`src/rtl/cache_mem_bridge.sv`:
```
// Line-transfer engine: writes back the dirty words of a victim line, then
// optionally fetches a 4-word fill line, one memory beat per word.
module cache_mem_bridge #(
  parameter int ADDR_WIDTH = 10,
  parameter int WORD_WIDTH = 32
) (
  input  logic                    clk,
  input  logic                    reset,
  input  logic                    reqValid,
  output logic                    reqReady,
  input  logic                    reqIsRead,
  input  logic [ADDR_WIDTH-1:0]   reqAddress,
  input  logic [ADDR_WIDTH-1:0]   reqWbAddress,
  input  logic [3:0]              reqDirty,
  input  logic [4*WORD_WIDTH-1:0] reqWriteData,
  output logic                    respValid,
  output logic [4*WORD_WIDTH-1:0] respData,
  output logic                    isLock,
  output logic                    memReq,
  output logic                    memWe,
  output logic [ADDR_WIDTH-1:0]   memAddress,
  output logic [WORD_WIDTH-1:0]   memWriteData,
  input  logic [WORD_WIDTH-1:0]   memReadData,
  input  logic                    memAck
);

  localparam int LINE_W = ADDR_WIDTH - 4;

  typedef enum logic [1:0] {
    S_IDLE = 2'd0,
    S_WB   = 2'd1,
    S_FILL = 2'd2,
    S_RESP = 2'd3
  } state_e;

  state_e                  state_q, state_d;
  logic [1:0]              idx_q, idx_d;
  logic                    is_read_q, is_read_d;
  logic [3:0]              dirty_q, dirty_d;
  logic [LINE_W-1:0]       fill_line_q, fill_line_d;
  logic [LINE_W-1:0]       wb_line_q, wb_line_d;
  logic [4*WORD_WIDTH-1:0] wdata_q, wdata_d;
  logic [2:0][WORD_WIDTH-1:0] buf_q;
  logic [4*WORD_WIDTH-1:0] resp_data_q;
  logic                    resp_valid_q;
  logic                    mem_req_q, mem_we_q;
  logic [ADDR_WIDTH-1:0]   mem_addr_q, mem_addr_d;
  logic [WORD_WIDTH-1:0]   mem_wdata_q, mem_wdata_d;
  logic                    accept_s;
  logic [2:0]              nxt_s;
  logic [LINE_W-1:0]       line_sel_s;

  // Lowest set mask bit at or above 'from'; result is {found, index}.
  function automatic logic [2:0] first_dirty(input logic [3:0] mask, input logic [2:0] from);
    logic [2:0] r;
    r = 3'b000;
    for (int i = 0; i < 4; i++) begin
      if (!r[2] && mask[i] && (3'(i) >= from)) begin
        r = {1'b1, 2'(i)};
      end
    end
    return r;
  endfunction

  assign reqReady     = (state_q == S_IDLE) && !reset;
  assign isLock       = (state_q != S_IDLE);
  assign respValid    = resp_valid_q;
  assign respData     = resp_data_q;
  assign memReq       = mem_req_q;
  assign memWe        = mem_we_q;
  assign memAddress   = mem_addr_q;
  assign memWriteData = mem_wdata_q;

  // Next-state, request capture and next memory-beat outputs.
  always_comb begin
    accept_s    = (state_q == S_IDLE) && reqValid;
    is_read_d   = accept_s ? reqIsRead : is_read_q;
    dirty_d     = accept_s ? reqDirty : dirty_q;
    fill_line_d = accept_s ? reqAddress[ADDR_WIDTH-1:4] : fill_line_q;
    wb_line_d   = accept_s ? reqWbAddress[ADDR_WIDTH-1:4] : wb_line_q;
    wdata_d     = accept_s ? reqWriteData : wdata_q;
    state_d     = state_q;
    idx_d       = idx_q;
    nxt_s       = 3'b000;
    case (state_q)
      S_IDLE: begin
        if (reqValid) begin
          nxt_s = first_dirty(reqDirty, 3'd0);
          if (nxt_s[2]) begin
            state_d = S_WB;
            idx_d   = nxt_s[1:0];
          end else if (reqIsRead) begin
            state_d = S_FILL;
            idx_d   = 2'd0;
          end else begin
            state_d = S_RESP;
            idx_d   = 2'd0;
          end
        end else begin
          state_d = S_IDLE;
        end
      end
      S_WB: begin
        if (memAck) begin
          nxt_s = first_dirty(dirty_q, {1'b0, idx_q} + 3'd1);
          if (nxt_s[2]) begin
            idx_d = nxt_s[1:0];
          end else if (is_read_q) begin
            state_d = S_FILL;
            idx_d   = 2'd0;
          end else begin
            state_d = S_RESP;
            idx_d   = 2'd0;
          end
        end else begin
          state_d = S_WB;
        end
      end
      S_FILL: begin
        if (memAck) begin
          if (idx_q == 2'd3) begin
            state_d = S_RESP;
            idx_d   = 2'd0;
          end else begin
            idx_d = idx_q + 2'd1;
          end
        end else begin
          state_d = S_FILL;
        end
      end
      S_RESP: begin
        state_d = S_IDLE;
      end
      default: begin
        state_d = S_IDLE;
        idx_d   = 2'd0;
      end
    endcase

    line_sel_s = (state_d == S_WB) ? wb_line_d : fill_line_d;
    if ((state_d == S_WB) || (state_d == S_FILL)) begin
      mem_addr_d = {line_sel_s, idx_d, 2'b00};
    end else begin
      mem_addr_d = {ADDR_WIDTH{1'b0}};
    end
    if (state_d == S_WB) begin
      mem_wdata_d = wdata_d[int'(idx_d)*WORD_WIDTH +: WORD_WIDTH];
    end else begin
      mem_wdata_d = {WORD_WIDTH{1'b0}};
    end
  end

  // State, captured request, fill buffer and registered outputs.
  always_ff @(posedge clk or posedge reset) begin
    if (reset) begin
      state_q      <= S_IDLE;
      idx_q        <= 2'd0;
      is_read_q    <= 1'b0;
      dirty_q      <= 4'd0;
      fill_line_q  <= {LINE_W{1'b0}};
      wb_line_q    <= {LINE_W{1'b0}};
      wdata_q      <= {(4*WORD_WIDTH){1'b0}};
      buf_q        <= {(3*WORD_WIDTH){1'b0}};
      resp_data_q  <= {(4*WORD_WIDTH){1'b0}};
      resp_valid_q <= 1'b0;
      mem_req_q    <= 1'b0;
      mem_we_q     <= 1'b0;
      mem_addr_q   <= {ADDR_WIDTH{1'b0}};
      mem_wdata_q  <= {WORD_WIDTH{1'b0}};
    end else begin
      state_q      <= state_d;
      idx_q        <= idx_d;
      is_read_q    <= is_read_d;
      dirty_q      <= dirty_d;
      fill_line_q  <= fill_line_d;
      wb_line_q    <= wb_line_d;
      wdata_q      <= wdata_d;
      resp_valid_q <= (state_d == S_RESP);
      mem_req_q    <= (state_d == S_WB) || (state_d == S_FILL);
      mem_we_q     <= (state_d == S_WB);
      mem_addr_q   <= mem_addr_d;
      mem_wdata_q  <= mem_wdata_d;
      // Word 3 bypasses the buffer so the line is complete on the last beat.
      if ((state_q == S_FILL) && memAck) begin
        if (idx_q == 2'd3) begin
          resp_data_q <= {memReadData, buf_q[2], buf_q[1], buf_q[0]};
        end else begin
          buf_q[idx_q] <= memReadData;
        end
      end else begin
        resp_data_q <= resp_data_q;
      end
    end
  end

endmodule
```
`config.mk`:
```
export PLATFORM = sky130hd
export DESIGN_NAME = cache_mem_bridge
export DESIGN_NICKNAME = d
export VERILOG_FILES = /design/src/rtl/cache_mem_bridge.sv
export SDC_FILE = /design/constraint.sdc
export NUM_CORES = 1
export LEC_CHECK = 0
export BUFFER_PORTS_ARGS = -buffer_cell sky130_fd_sc_hd__buf_2
export CORE_MARGIN = 2
export CORE_UTILIZATION = 50
export CTS_CLUSTER_DIAMETER = 80
export DETAILED_ROUTE_END_ITERATION = 10
export PLACE_DENSITY = 0.74
export SETUP_SLACK_MARGIN = 0.15
export SLEW_MARGIN = 40
export SYNTH_ARGS = -nofsm -noshare
export SYNTH_HDL_FRONTEND = slang
export SYNTH_SLANG_ARGS = --single-unit
export TNS_END_PERCENT = 30
```
`constraint.sdc`:
```
create_clock -name clk -period 22 [get_ports clk]
set_input_delay 0 -clock clk [delete_from_list [all_inputs] [get_ports clk]]
set_output_delay 0 -clock clk [all_outputs]
set_load 0.05 [all_outputs]
```
# Word level (Yosys, flattened, before mapping)
# Cells that the tools add are included.
word_totals:
  ff_bits: 418
  latchBits: 0
  mem_bits_rw: 0
  mem_bits_ro: 0
  output_inout_bits: 175
  wordCells: 108
  mem_count: 0
classes:
  addsub: 2
  n_mul: 0
  n_div: 0
  n_lt_le_gt_ge: 6
  n_eq_ne: 7
  shift: 1
  n_mux: 49
  bitwise_logic: 1
  reduce_logical: 26
op_table:
  columns: ["op", "n"]
  rows:
  - ["two-way mux 128 bit", 1]
  - ["indexed part select 128 x 8 -> 32 bit", 1]
  - ["bitwise mux 96 bit", 1]
  - ["two-way mux 3 bit", 24]
  - ["demux 32 bit (select 2 bit)", 1]
  - ["two-way mux 32 bit", 2]
  - ["two-way mux 2 bit", 12]
  - ["two-way mux 6 bit", 3]
  - ["logical AND 1 bit", 14]
  - ["equality test 2 bit (second input constant)", 5]
  - ["two-way mux 10 bit", 1]
  - ["case mux 2 bit (4 select lines)", 1]
  - ["zero test 1 bit", 7]
  - ["greater-or-equal comparator 1 x 3 -> 1 bit (first input constant)", 2]
  - ["greater-or-equal comparator 2 x 3 -> 1 bit (first input constant)", 2]
  - ["case mux 2 bit (3 select lines)", 1]
  - ["equality test 2 x 1 -> 1 bit (second input constant)", 2]
  - ["AND reduction 2 bit", 2]
  - ["adder 2 x 1 -> 3 bit (second input constant)", 1]
  - ["less-than comparator 2 x 3 -> 1 bit (second input constant)", 1]
  - ["adder 2 x 1 -> 2 bit (second input constant)", 1]
  - ["greater-or-equal comparator 2 x 1 -> 1 bit (second input constant)", 1]
  - ["zero test 2 bit", 1]
  - ["two-way mux 1 bit", 2]
  - ["other kinds (3)", 3]

# Logic depth before layout (Yosys ltp)
# Gate-level depths: netlist of run 1.
depth:
  word_depth: 30
  depth_mapped: 14
  ltp_nobuf: 12

# Worst setup path after synthesis of run 1
# No wires, ideal clock.
synth_path:
  kind: "reg-to-reg"
  startpoint: "register idx_q[0]"
  endpoint: "register mem_wdata_q[18] (netlist: memWriteData[18])"
  setup_ns: 0.087
  arrival_ns: 2.795
  slack_ns: 19.119
  stages_incl_launch_ff: 15
  path_buffers: 3
  period_less_slack_ns: 2.881
  cell_sequence: "dfrtp_1 -> inv_1 -> ha_1 -> and2_1 -> o21a_1 -> nor2_1 -> a31oi_1 -> nor2_1 -> o21ai_0 -> ha_1 -> clkbuf_1 -> clkbuf_1 -> clkbuf_1 -> o2111ai_1 -> o211ai_1"
synth_via:
  elab_chain_len: 29
  word_cells_on_any_way: 43
  classes_between: "add/sub: 2; order compare: 4; eq/ne: 2; shift: 1; mux: 24; reduce/logical: 10"
synth_lines:
  columns: ["element", "line_no", "rtl"]
  rows:
  - ["start: declaration", "37", "logic [1:0] idx_q, idx_d;"]
  - ["start signal: assignment", "172", "idx_q <= idx_d;"]
  - ["adder 2 x 1 -> 3 bit", "105", "nxt_s = first_dirty(dirty_q, {1'b0, idx_q} + 3'd1);"]
  - ["greater-or-equal comparator 1 x 3 -> 1 bit", "58", "if (!r[2] && mask[i] && (3'(i) >= from)) begin"]
  - ["logical AND 1 bit", "58", null]
  - ["two-way mux 3 bit", "58", null]
  - ["two-way mux 3 bit", "104", "if (memAck) begin"]
  - ["two-way mux 3 bit", "85", "case (state_q)"]
  - ["zero test 1 bit", "58", null]
  - ["logical AND 1 bit (2 in a row)", "58", null]
  - ["(+14 left out)", null, null]
  - ["two-way mux 3 bit", "85", null]
  - ["two-way mux 2 bit", "106", "if (nxt_s[2]) begin"]
  - ["two-way mux 2 bit", "104", null]
  - ["case mux 2 bit (4 select lines) (*)", "85", null]
  - ["via state_d[0]", "36", "state_e state_q, state_d;"]
  - ["equality test 2 x 1 -> 1 bit (*)", "146", "if (state_d == S_WB) begin"]
  - ["two-way mux 32 bit (*)", "146", null]
  - ["via mem_wdata_d[18]", "48", "logic [WORD_WIDTH-1:0] mem_wdata_q, mem_wdata_d;"]
  - ["end signal: assignment", "169", "mem_wdata_q <= {WORD_WIDTH{1'b0}};"]
  - ["end signal: assignment", "182", "mem_wdata_q <= mem_wdata_d;"]
  - ["end: declaration", "48", null]
# Mark *: on every way through the listed nets, which the timed path passes. The rest lies on a longest branch. The select of a mux whose other input is x is not followed.
# A chain may end at the register's enable or synchronous reset.

# Worst setup path in the final report of run 1
layout_path:
  startpoint: "register idx_q[0]"
  endpoint: "register mem_wdata_q[4] (netlist: memWriteData[4])"
# Same word-level chain as after synthesis.

==> run metrics, run 1 <==
setup ws final=18.38 ns; yosys warns=0; Die ar.=about 35000 um^2; Tcrit/Tclk final=between 10% and 20%; placed cells=around 2100; clk sinks=about 420; most used flip-flop cell after synthesis=dfrtp_1; CTS tree=built; crit-path max cell delay=around 0.62 ns; Clk pwr share=a little under a quarter; cells after synthesis=1379; post-synth cell types=46; number of synthesized flops with an enable pin=0; Max Clk Rate=0.2761 GHz; total power=roughly 3.1 mW; Peak VDD IR=approximately 0.11 mV; clk slew on worst S/H paths=about 0.060 ns; clk_skew=about 0.015 ns; vias in the first global route=13250; drt pass-1 iters=4; slew margin rel.=roughly half; non-filler instance count after layout=2366; PD cells=roughly 140 nW/um^2; Post-Place Cell Area=between 15000 and 20000 um^2; post-route setup TNS=0 ns; sw frac=38.55%; Clk Latency, worst-skew pair=~0.53 ns; Post-Syn Area=16810 um^2; MaxCap Viol Count=0; crit path cell chain=ha_1 -> and3_4 -> nor2_1 -> o21ai_0 -> ha_2 -> buf_6 -> nand2_1 -> or3_1 -> o211ai_1; HPWL after DPL=25.18 mm; post-route cell area=approximately 22000 um^2; Flop pwr share=37.5%; ys async rst share=100.0%; DR WL/cell=18.05 um; routed vias/inst=around 5.2; Worst path slowest cell=and3_4; CTS root buffer=clkbuf_16; Residual DRC=0; register area share after synthesis=roughly three fifths; initial DRC count=roughly 580; leakage=between 10 and 15 nW; Initial Util=50.50%; Psw=1.195 mW; DR vias=12340; final hold vios=0; FP Rows=67; area grow syn2layout=31.12%; total gr overflow=0; GR Util All Layers=24.47%; Util after Layout=around two thirds; maximum number of pins on one net before global-route repair=137; Comb power frac=between 30 and 40%; Die Y=around 190 um; buffers added on ports=between 300 and 400; final WL=~43 mm; clock buffer depth=3; core area=approximately 33000 um^2; Crit Path Class=reg -> reg; final setup fails=0; Int Pwr=between 1.5 and 2 mW; first-pass GRT wire length=around 70 mm; syn avg cell area=between 10 and 15 um^2; min cycle time layout=about 3.6 ns; CTS HTree Levels=2; RSZ-0062 raised after global routing=no; Routed Antenna Nets=0; CP required=between 20 and 25 ns; worst slew pin tran=approximately 0.76 ns; share of cells above drive strength 1=approximately 35%; hold crit path type=in -> async; crit-path max FO=between 70 and 80; CP Launch Type=flip-flop; Slew Viols, Final=0; critical path data arrival time=between 4 and 5 ns; Ports=~360; GP Congestion=0.7961; dpl ws=about 18 ns; CTS Buf Count=between 40 and 50; status=completed; Die Wd=187.3 um; Min Hold Slack=between 0.15 and 0.2 ns; # fillers=around 2400; antenna violations before repair=3; Worst Setup End Kind=flip-flop; Resized Gates After CTS=0; Final #Nets=approximately 2100; Seq cells post-synth=416
[registers in the layout, summed over array words and instances (netlist names), 2 cells and up]
signal	count
dirty_q	4
buf_q	96
state_q	2
idx_q	2
memAddress	8
wb_line_q	6
memWriteData	32
respData	128
wdata_q	128
fill_line_q	6
[final timing paths]
| kind | start | end | slack [ns] | depth (start not counted) |
|---|---|---|---|---|
| max in group asynchronous | reset | wdata_q[98]$_DFF_PP0_ | 20.07 | 5 |
| setup / recovery | idx_q[0]$_DFF_PP0_ | memWriteData[4]$_DFF_PP0_ | 18.38 | 9 |
| setup reg to reg | idx_q[0]$_DFF_PP0_ | memWriteData[4]$_DFF_PP0_ | 18.38 | 9 |
| hold reg to reg | buf_q[45]$_DFFE_PP0P_ | respData[45]$_DFFE_PP0P_ | 0.46 | 2 |
| hold / removal | reset | is_read_q$_DFFE_PP0P_ | 0.19 | 3 |
| min in group clk | reqWbAddress[6] | wb_line_q[2]$_DFF_PP0_ | 0.24 | 3 |
[critical path, delay by kind of cell (launching register included)]
| family | cells | cell delay, ns |
|---|---|---|
| DFF | 1 | 0.49 |
| and+or+nand+nor | 4 | 1.28 |
| AOI/OAI and AO/OA | 2 | 0.51 |
| adders and majority gates | 2 | 0.69 |
| buffers and inverters | 1 | 0.48 |
[layout make-up]
class / count / area [um^2] / share of cell area (%)
flip-flops and latches: 416 / 10410 / 47.24
multi-input cells: 870 / 5897 / 26.76
repair buffers: 548 / 3732 / 16.94
clock buffers: 57 / 1207 / 5.479
well taps: 448 / 560.5 / 2.544
clock inverters: 15 / 173.9 / 0.7892
inverters: 9 / 48.80 / 0.2214
diodes: 3 / 7.507 / 0.03407
[layer usage]
layer / routed length, um / vias up / global-route usage [%] / part of all wire, %
li1: - / 5670 / - / -
met1: 17430 / 6163 / 30.86 / 41
met2: 20960 / 413 / 41.58 / 49
met3: 3074 / 93 / 6.079 / 7.2
met4: 1237 / 0 / 7.967 / 2.9
met5: 0 / - / 0 / 0
[timing repair]
item | CTS | global route
setup buffers | 0 | 0
setup endpoints to repair | 0 | 0
hold buffers | 180 | 0
endpoints found under the hold margin | 447 | 0
[cell families (layout without fill, tap and decap cells)]
kind of cell / count (synthesis) / in the layout / share of synthesized area, %
adders and majority gates: 8 / 8 / 0.5956
and+or+nand+nor: 506 / 506 / 12.25
DFF: 416 / 416 / 61.94
buffers and inverters: 94 / 629 / 3.156
AOI/OAI and AO/OA: 79 / 79 / 3.834
muxes: 275 / 275 / 18.20
other: 1 / 5 / 0.02231
[placed cells by master (no fill, tap or decap), drive strengths merged]
master / instances
mux2: 242
o211ai: 32
and2b: 1
clkbuf: 57
conb: 2
inv: 11
diode: 3
mux2i: 33
nand2b: 2
ha: 8
o221ai: 1
o21a: 2
a21oi: 3
a32oi: 1
and3: 1
or3: 32
nor3: 7
buf: 368
nor2b: 3
dfrtp: 416
a41oi: 1
dlygate4sd3: 180
bufinv: 3
or3b: 1
a31oi: 1
o22a: 1
nand3: 2
and2: 2
a211oi: 1
clkinv: 8
or4: 1
clkinvlp: 2
nand2: 428
nor2: 22
o21ai: 4
o2111ai: 32
nand3b: 3
nor4: 1
[power by group through the flow]
stage / combinational, mW / clock (mW) / sequential, mW
floorplan: 0.670 / 0 / 1.42
global placement: 1.14 / 0 / 1.15
detailed placement: 1.18 / 0 / 1.17
CTS: 1.21 / 0.726 / 1.16
global route: 1.32 / 0.757 / 1.19
finish: 1.23 / 0.712 / 1.16
[synth_stat cells, drive strengths merged (2+ instances only)]
cell       n  area share, %
dfrtp    416             62
o2111ai   32            1.7
nand2    428            9.6
and2       2          0.074
nor3       7           0.21
nand2b     2          0.074
nor2b      3           0.14
or3       32            1.2
o21ai      4           0.12
clkbuf    42            1.2
o21a       2          0.089
buf       43            1.8
inv        9           0.22
nand3      2          0.060
ha         8           0.60
a21oi      3          0.089
nand3b     3           0.13
mux2i     33            2.0
mux2     242             16
o211ai    32            1.5
nor2      22           0.49
Power figures use the tool's default switching activity.
==> run 2: changes to the inputs <==
==> constraint.sdc (replaced) <==
create_clock -name clk -period 3.8 [get_ports clk]
set_input_delay 0 -clock clk [delete_from_list [all_inputs] [get_ports clk]]
set_output_delay 0 -clock clk [all_outputs]
set_load 0.05 [all_outputs]
==> run 2 against run 1 <==
Effect of this change:
- clock skew down 0.0015 ns
- worst hold slack worse by 0.13 ns
- register-to-register slack lost 18 ns
- via count rose by 1.5%
- global-route usage increased by 0.63 points
- critical endpoint is now memWriteData[28]$_DFF_PP0_
- sequential share of layout area shrank 0.25 points
- routed wire length increased by 2.6%
- die area unchanged
==> run metrics, run 2 (same netlist as run 1, synthesis figures left out) <==
Routed Antenna Nets=0; antenna violations before repair=2; first-pass GRT wire length=between 70 and 80 mm; status=completed; crit path cell chain=inv_1 -> ha_1 -> and2_1 -> o21a_1 -> nor2_1 -> a31oi_1 -> nor2_1 -> o21ai_0 -> ha_2 -> buf_4 -> nand2_1 -> or3_1 -> o211ai_1; most frequent cells in the layout=426 x nand2_1, 416 x dfrtp_1, 353 x buf_2, 209 x mux2_2, 179 x dlygate4sd3_1; Initial Util=about half; clock buffer depth=3; initial DRC count=a little over 700; CTS HTree Levels=2; Final #Nets=around 2100; Util after Layout=around two thirds; critical path's top delay family=compound AO/OA/AOI/OAI gates; Tcrit/Tclk final=between 80 and 90%; Crit Path Class=reg -> reg; post-route setup TNS=0 ns; dpl ws=about 0.7 ns; # fillers=around 2400; CTS Buf Count=44; crit-path max cell delay=roughly 0.48 ns; CP required=about 4.2 ns; Clk Latency, worst-skew pair=about 0.53 ns; Die Wd=about 190 um; MaxCap Viol Count=0; FP Rows=67; Die ar.=~35000 um^2; Slew Viols, Final=0; clk slew on worst S/H paths=around 0.060 ns; total gr overflow=0; buffers added on ports=about 350; GR Util All Layers=25.11%; most used cell, CP=nor2_1; Residual DRC=0; Ports=about 360; routed vias/inst=roughly 5.3; critical path data arrival time=about 3.6 ns; crit-path max FO=29; setup ws final=slightly below 0.6 ns; Worst Setup End Kind=flip-flop; RSZ-0062 raised after global routing=no; Peak VDD IR=0.5651 mV; Max Clk Rate=roughly 0.31 GHz; commonest non-fill, non-tap cell in the layout=nand2_1; vias in the first global route=between 10000 and 15000; Min Hold Slack=approximately 0.06 ns; worst slew pin tran=0.7910 ns; clk_skew=~0.013 ns; maximum number of pins on one net before global-route repair=between 100 and 150; final WL=about 44 mm; slew margin rel.=between 40% and 50%; final hold vios=0; HPWL after DPL=approximately 26 mm; drt pass-1 iters=5; core area=33280 um^2; share of cells above drive strength 1=a little over a third; Die Y=~190 um; area grow syn2layout=31.80%; leakage=roughly 11 nW; final setup fails=0; PD cells=821.0 nW/um^2; CTS tree=built; clk sinks=416; CTS root buffer=clkbuf_16; CP Launch Type=flip-flop; min cycle time layout=about 3.2 ns; Worst path slowest cell=dfrtp_1; hold crit path type=in -> reg; DR WL/cell=~18 um; GP Congestion=between 0.8 and 0.9; area of the multi-input gates=around 5900 um^2; buffer and inverter count on the worst path=2; Sequential Area=between 10000 and 15000 um^2; total power=18.19 mW; DR vias=between 10000 and 15000; Resized Gates After CTS=0
## run 2: cell count changes in the layout (fill, tap and decap cells not counted), moves of 2 or more
cell / before / now
buf_4: 6 / 19
buf_6: 7 / 0
clkbuf_8: 10 / 14
buf_12: 2 / 5
clkbuf_16: 42 / 45
bufinv_16: 3 / 1
clkbuf_1: 5 / 7
## run 2: power by group
group	switching, mW	total, mW	internal [mW]
Clock	1.72	4.23	2.51
Sequential	0.666	6.76	6.09
Combinational	4.64	7.20	2.56
## run 2: path summary, 6_finish.rpt
path | from | endpoint | slack, ns | cells past startpoint
max in group asynchronous | reset | respData[108]$_DFFE_PP0P_ | 2.65 | 4
min in group asynchronous | reset | memWe$_DFF_PP0_ | 0.11 | 3
worst max register to register | idx_q[0]$_DFF_PP0_ | memWriteData[28]$_DFF_PP0_ | 0.59 | 13
worst min register to register | buf_q[77]$_DFFE_PP0P_ | respData[77]$_DFFE_PP0P_ | 0.45 | 2
worst min-delay path | reqValid | state_q[1]$_DFF_PP0_ | 0.06 | 4
worst max-delay path | idx_q[0]$_DFF_PP0_ | memWriteData[28]$_DFF_PP0_ | 0.59 | 13
## run 2: cell type report
class,instances,area share [%]
Clock buffer,66,6.072
Timing Repair Buffer,556,17.16
Clock inverter,12,0.4462
Tap cell,448,2.530
Inverter,9,0.1807
Multi-Input combinational cell,870,26.60
Sequential cell,416,46.99
Antenna cell,2,0.02259
## run 2: through the flow
stage | std cells | cell area, um^2
floorplan | 1380 | 16810
global placement | 2120 | 18910
detailed placement | 2120 | 18910
CTS | 2377 | 22150
global route | 2378 | 22150
finish | 2379 | 22150
## run 2: what timing repair did
action	CTS	global route
buffers inserted	0	0
hold buffers	179	0
hold endpoints to repair	407	0
## run 2: worst reg2reg max path: cells and delay by family (launching register included)
kind	cells	cell delay, ns
compound gates	4	0.79
fa+ha+maj	2	0.59
buf+inv	2	0.51
flops	1	0.48
simple gates	5	0.76
## run 2: routing by layer
metal / track usage, % / share of wire (%) / vias up
li1: - / - / 5696
met1: 31.79 / 40 / 6299
met2: 43.31 / 50 / 446
met3: 5.516 / 7.1 / 87
met4: 7.692 / 2.8 / 0
met5: 0 / 0 / -
==> run 3: changes to the inputs <==
--- a/config.mk
+++ b/config.mk
@@ -7,10 +7,10 @@
 export LEC_CHECK = 0
 export BUFFER_PORTS_ARGS = -buffer_cell sky130_fd_sc_hd__buf_2
 export CORE_MARGIN = 2
-export CORE_UTILIZATION = 50
+export CORE_UTILIZATION = 49
 export CTS_CLUSTER_DIAMETER = 80
 export DETAILED_ROUTE_END_ITERATION = 10
-export PLACE_DENSITY = 0.74
+export PLACE_DENSITY = 0.76
 export SETUP_SLACK_MARGIN = 0.15
 export SLEW_MARGIN = 40
 export SYNTH_ARGS = -nofsm -noshare
==> constraint.sdc (replaced) <==
create_clock -name clk -period 2.9 [get_ports clk]
set_input_delay 0 -clock clk [delete_from_list [all_inputs] [get_ports clk]]
set_output_delay 0 -clock clk [all_outputs]
set_load 0.05 [all_outputs]
==> run 3 against run 2 <==
Effect of this change:
- critical path depth shrank 4
- combinational power grew 43%
- clock power grew 35%
- fmax grew 18%
- clock-buffer cell count grew 2
- worst setup slack lost 0.42 ns
- design area grew 1.8%
- global-route usage grew 0.82 points
- largest power group unchanged
- worst hold slack gained 0.0041 ns
- routed wire length grew 6.1%
- final cell count grew 0.88%
==> run metrics, run 3 (same netlist as run 1, synthesis figures left out) <==
most frequent cells in the layout=424 x nand2_1, 415 x dfrtp_1, 353 x buf_2, 209 x mux2_2, 179 x dlygate4sd3_1; total gr overflow=0; GP Congestion=0.8290; Global Route met3 Usage=6.543%; crit-path max cell delay=about 0.58 ns; reg-to-reg startpoint=idx_q[0]$_DFF_PP0_; M1 GR Usage=roughly a third; # fillers=about 2300; Final #Nets=2112; post-route cell area=22550 um^2; commonest non-fill, non-tap cell in the layout=nand2_1; Die Wd=about 190 um; initial DRC count=about 730; leakage=about 11 nW; Die Y=roughly 190 um; CTS HTree Levels=2; RSZ-0062 raised after global routing=no; Peak VDD IR=just under 0.7 mV; drt pass-1 iters=5; PD cells=1103 nW/um^2; HPWL after DPL=about 27 mm; vias in the first global route=13620; start point of the worst hold path=reqValid; Hold Crit Depth=3; Tcrit/Tclk final=a little over nine tenths; DR WL/cell=between 15 and 20 um; clock buffer depth=3; Crit Path Class=reg -> reg; core area=about 34000 um^2; Post-Place Cell Area=approximately 19000 um^2; Initial Util=about half; CTS tree=built; final WL=around 46 mm; Clk Latency, worst-skew pair=~0.57 ns; clk slew on worst S/H paths=0.06 ns; CTS Buf Count=44; non-filler instance count after layout=2400; buffers added on ports=about 350; sw frac=between 30 and 40%; Int Pwr=between 15 and 20 mW; critical path data arrival time=between 3 and 4 ns; final hold vios=0; GR Util All Layers=between 20% and 30%; dpl ws=between 0.02 and 0.025 ns; Worst path slowest cell=or4_4; worst reg2reg endpoint=memWriteData[18]$_DFF_PP0_; slew margin rel.=approximately three fifths; Die ar.=roughly 36000 um^2; met2 usage=~44%; min cycle time layout=between 2 and 3 ns; setup ws final=around 0.17 ns; Flop pwr share=35.7%; clk_skew=about 0.017 ns; Clk pwr share=23.0%; FP Rows=67; Min Hold Slack=~0.063 ns; placed cells=approximately 2100; Residual DRC=0; MaxCap Viol Count=0; maximum number of pins on one net before global-route repair=between 100 and 150; CTS root buffer=clkbuf_16; Routed Antenna Nets=0; clk sinks=between 400 and 500; Ports=about 360; share of cells above drive strength 1=between 30% and 40%; CP required=approximately 3.3 ns; buffer and inverter count on the worst path=2; CP Launch Type=flip-flop; antenna violations before repair=4; final setup fails=0; first-pass GRT wire length=approximately 73 mm; area grow syn2layout=34.19%; GRT busiest layer=met2; routed vias/inst=roughly 5.3; DR vias=roughly 13000; Max Clk Rate=approximately 0.37 GHz; crit-path max FO=23; Util after Layout=between 60 and 70%; Worst Setup End Kind=flip-flop; critical path startpoint=idx_q[0]$_DFF_PP0_; critical path's top delay family=simple AND/OR/NAND/NOR gates; status=completed; hold crit path type=in -> reg; worst slew pin tran=between 0.6 and 0.7 ns; Worst R2R Path Depth=9; Slew Viols, Final=0; Hold Path End=is_read_q$_DFFE_PP0P_; Psw=approximately 9.7 mW; Comb power frac=between 40% and 50%; crit path cell chain=buf_6 -> ha_1 -> nor2b_4 -> o21a_1 -> or4_4 -> nand2_8 -> buf_12 -> mux2i_1 -> o211ai_1; FF-to-FF setup slack=about 0.17 ns
-- run 3: cell count changes in the layout (fill, tap and decap cells not counted), sizes merged --
cell      change
bufinv        +1
clkinvlp      -1
clkinv        -3
buf          +16
clkbuf        +4
diode         +3
inv           +1
-- run 3: worst reg2reg max path: stages, from the launching register on --
cell and delay (ns):
dfrtp_1 0.42, buf_6 0.15, ha_1 0.20, nor2b_4 0.13, o21a_1 0.19, or4_4 0.58, nand2_8 0.21, buf_12 0.22
mux2i_1 0.32, o211ai_1 0.16
-- run 3: worst max-delay path by stage --
stage                                 endpoint  slack, ns  cells after the start
floorplan                 buf_q[0]$_DFFE_PP0P_      -2.71                      1
global placement    memWriteData[28]$_DFF_PP0_       0.15                     13
detailed placement   memWriteData[0]$_DFF_PP0_       0.02                     13
CTS                 memWriteData[22]$_DFF_PP0_       0.15                     13
global route           memAddress[6]$_DFF_PP0_       0.11                     12
finish              memWriteData[18]$_DFF_PP0_       0.17                      9
-- run 3: power groups by stage --
| stage | combinational, mW | clock [mW] | sequential [mW] |
|---|---|---|---|
| floorplan | 5.09 | 0 | 10.8 |
| global placement | 8.98 | 0 | 8.77 |
| detailed placement | 9.29 | 0 | 8.88 |
| CTS | 9.60 | 5.80 | 8.80 |
| global route | 10.9 | 6.06 | 9.08 |
| finish | 10.3 | 5.72 | 8.88 |
-- run 3: what timing repair did --
action,4_1_cts,5_1_grt
pin swaps,1,2
cloned,0,2
endpoints found under the setup margin,32,38
buffers inserted,0,6
gates resized for setup,3,17
hold buffers,179,0
hold endpoints to repair,472,0
-- run 3: metal layers --
layer	wire length, um	up-vias
li1	-	5722
met1	17980	6397
met2	23040	516
met3	3554	143
met4	1874	2
met5	12	-
-- run 3: cell type report --
type	count	area, um^2	share of cell area (%)
Antenna cell	5	12.51	0.05548
Clock buffer	68	1363	6.041
Clock inverter	10	115.1	0.5104
Inverter	9	45.04	0.1997
Multi-Input combinational cell	870	5944	26.36
Sequential cell	416	10410	46.16
Tap cell	448	560.5	2.485
Timing Repair Buffer	574	4103	18.19
-- run 3: per-stage QoR --
| step | TNS (ns) | total power [mW] |
|---|---|---|
| 6_report | 0 | 24.87 |
| 5_1_grt | 0 | 26.04 |
| 4_1_cts | 0 | 24.21 |
| 3_5_place_dp | 0 | 18.17 |
| 3_3_place_gp | 0 | 17.74 |
| 2_1_floorplan | -1127.18 | 15.90 |
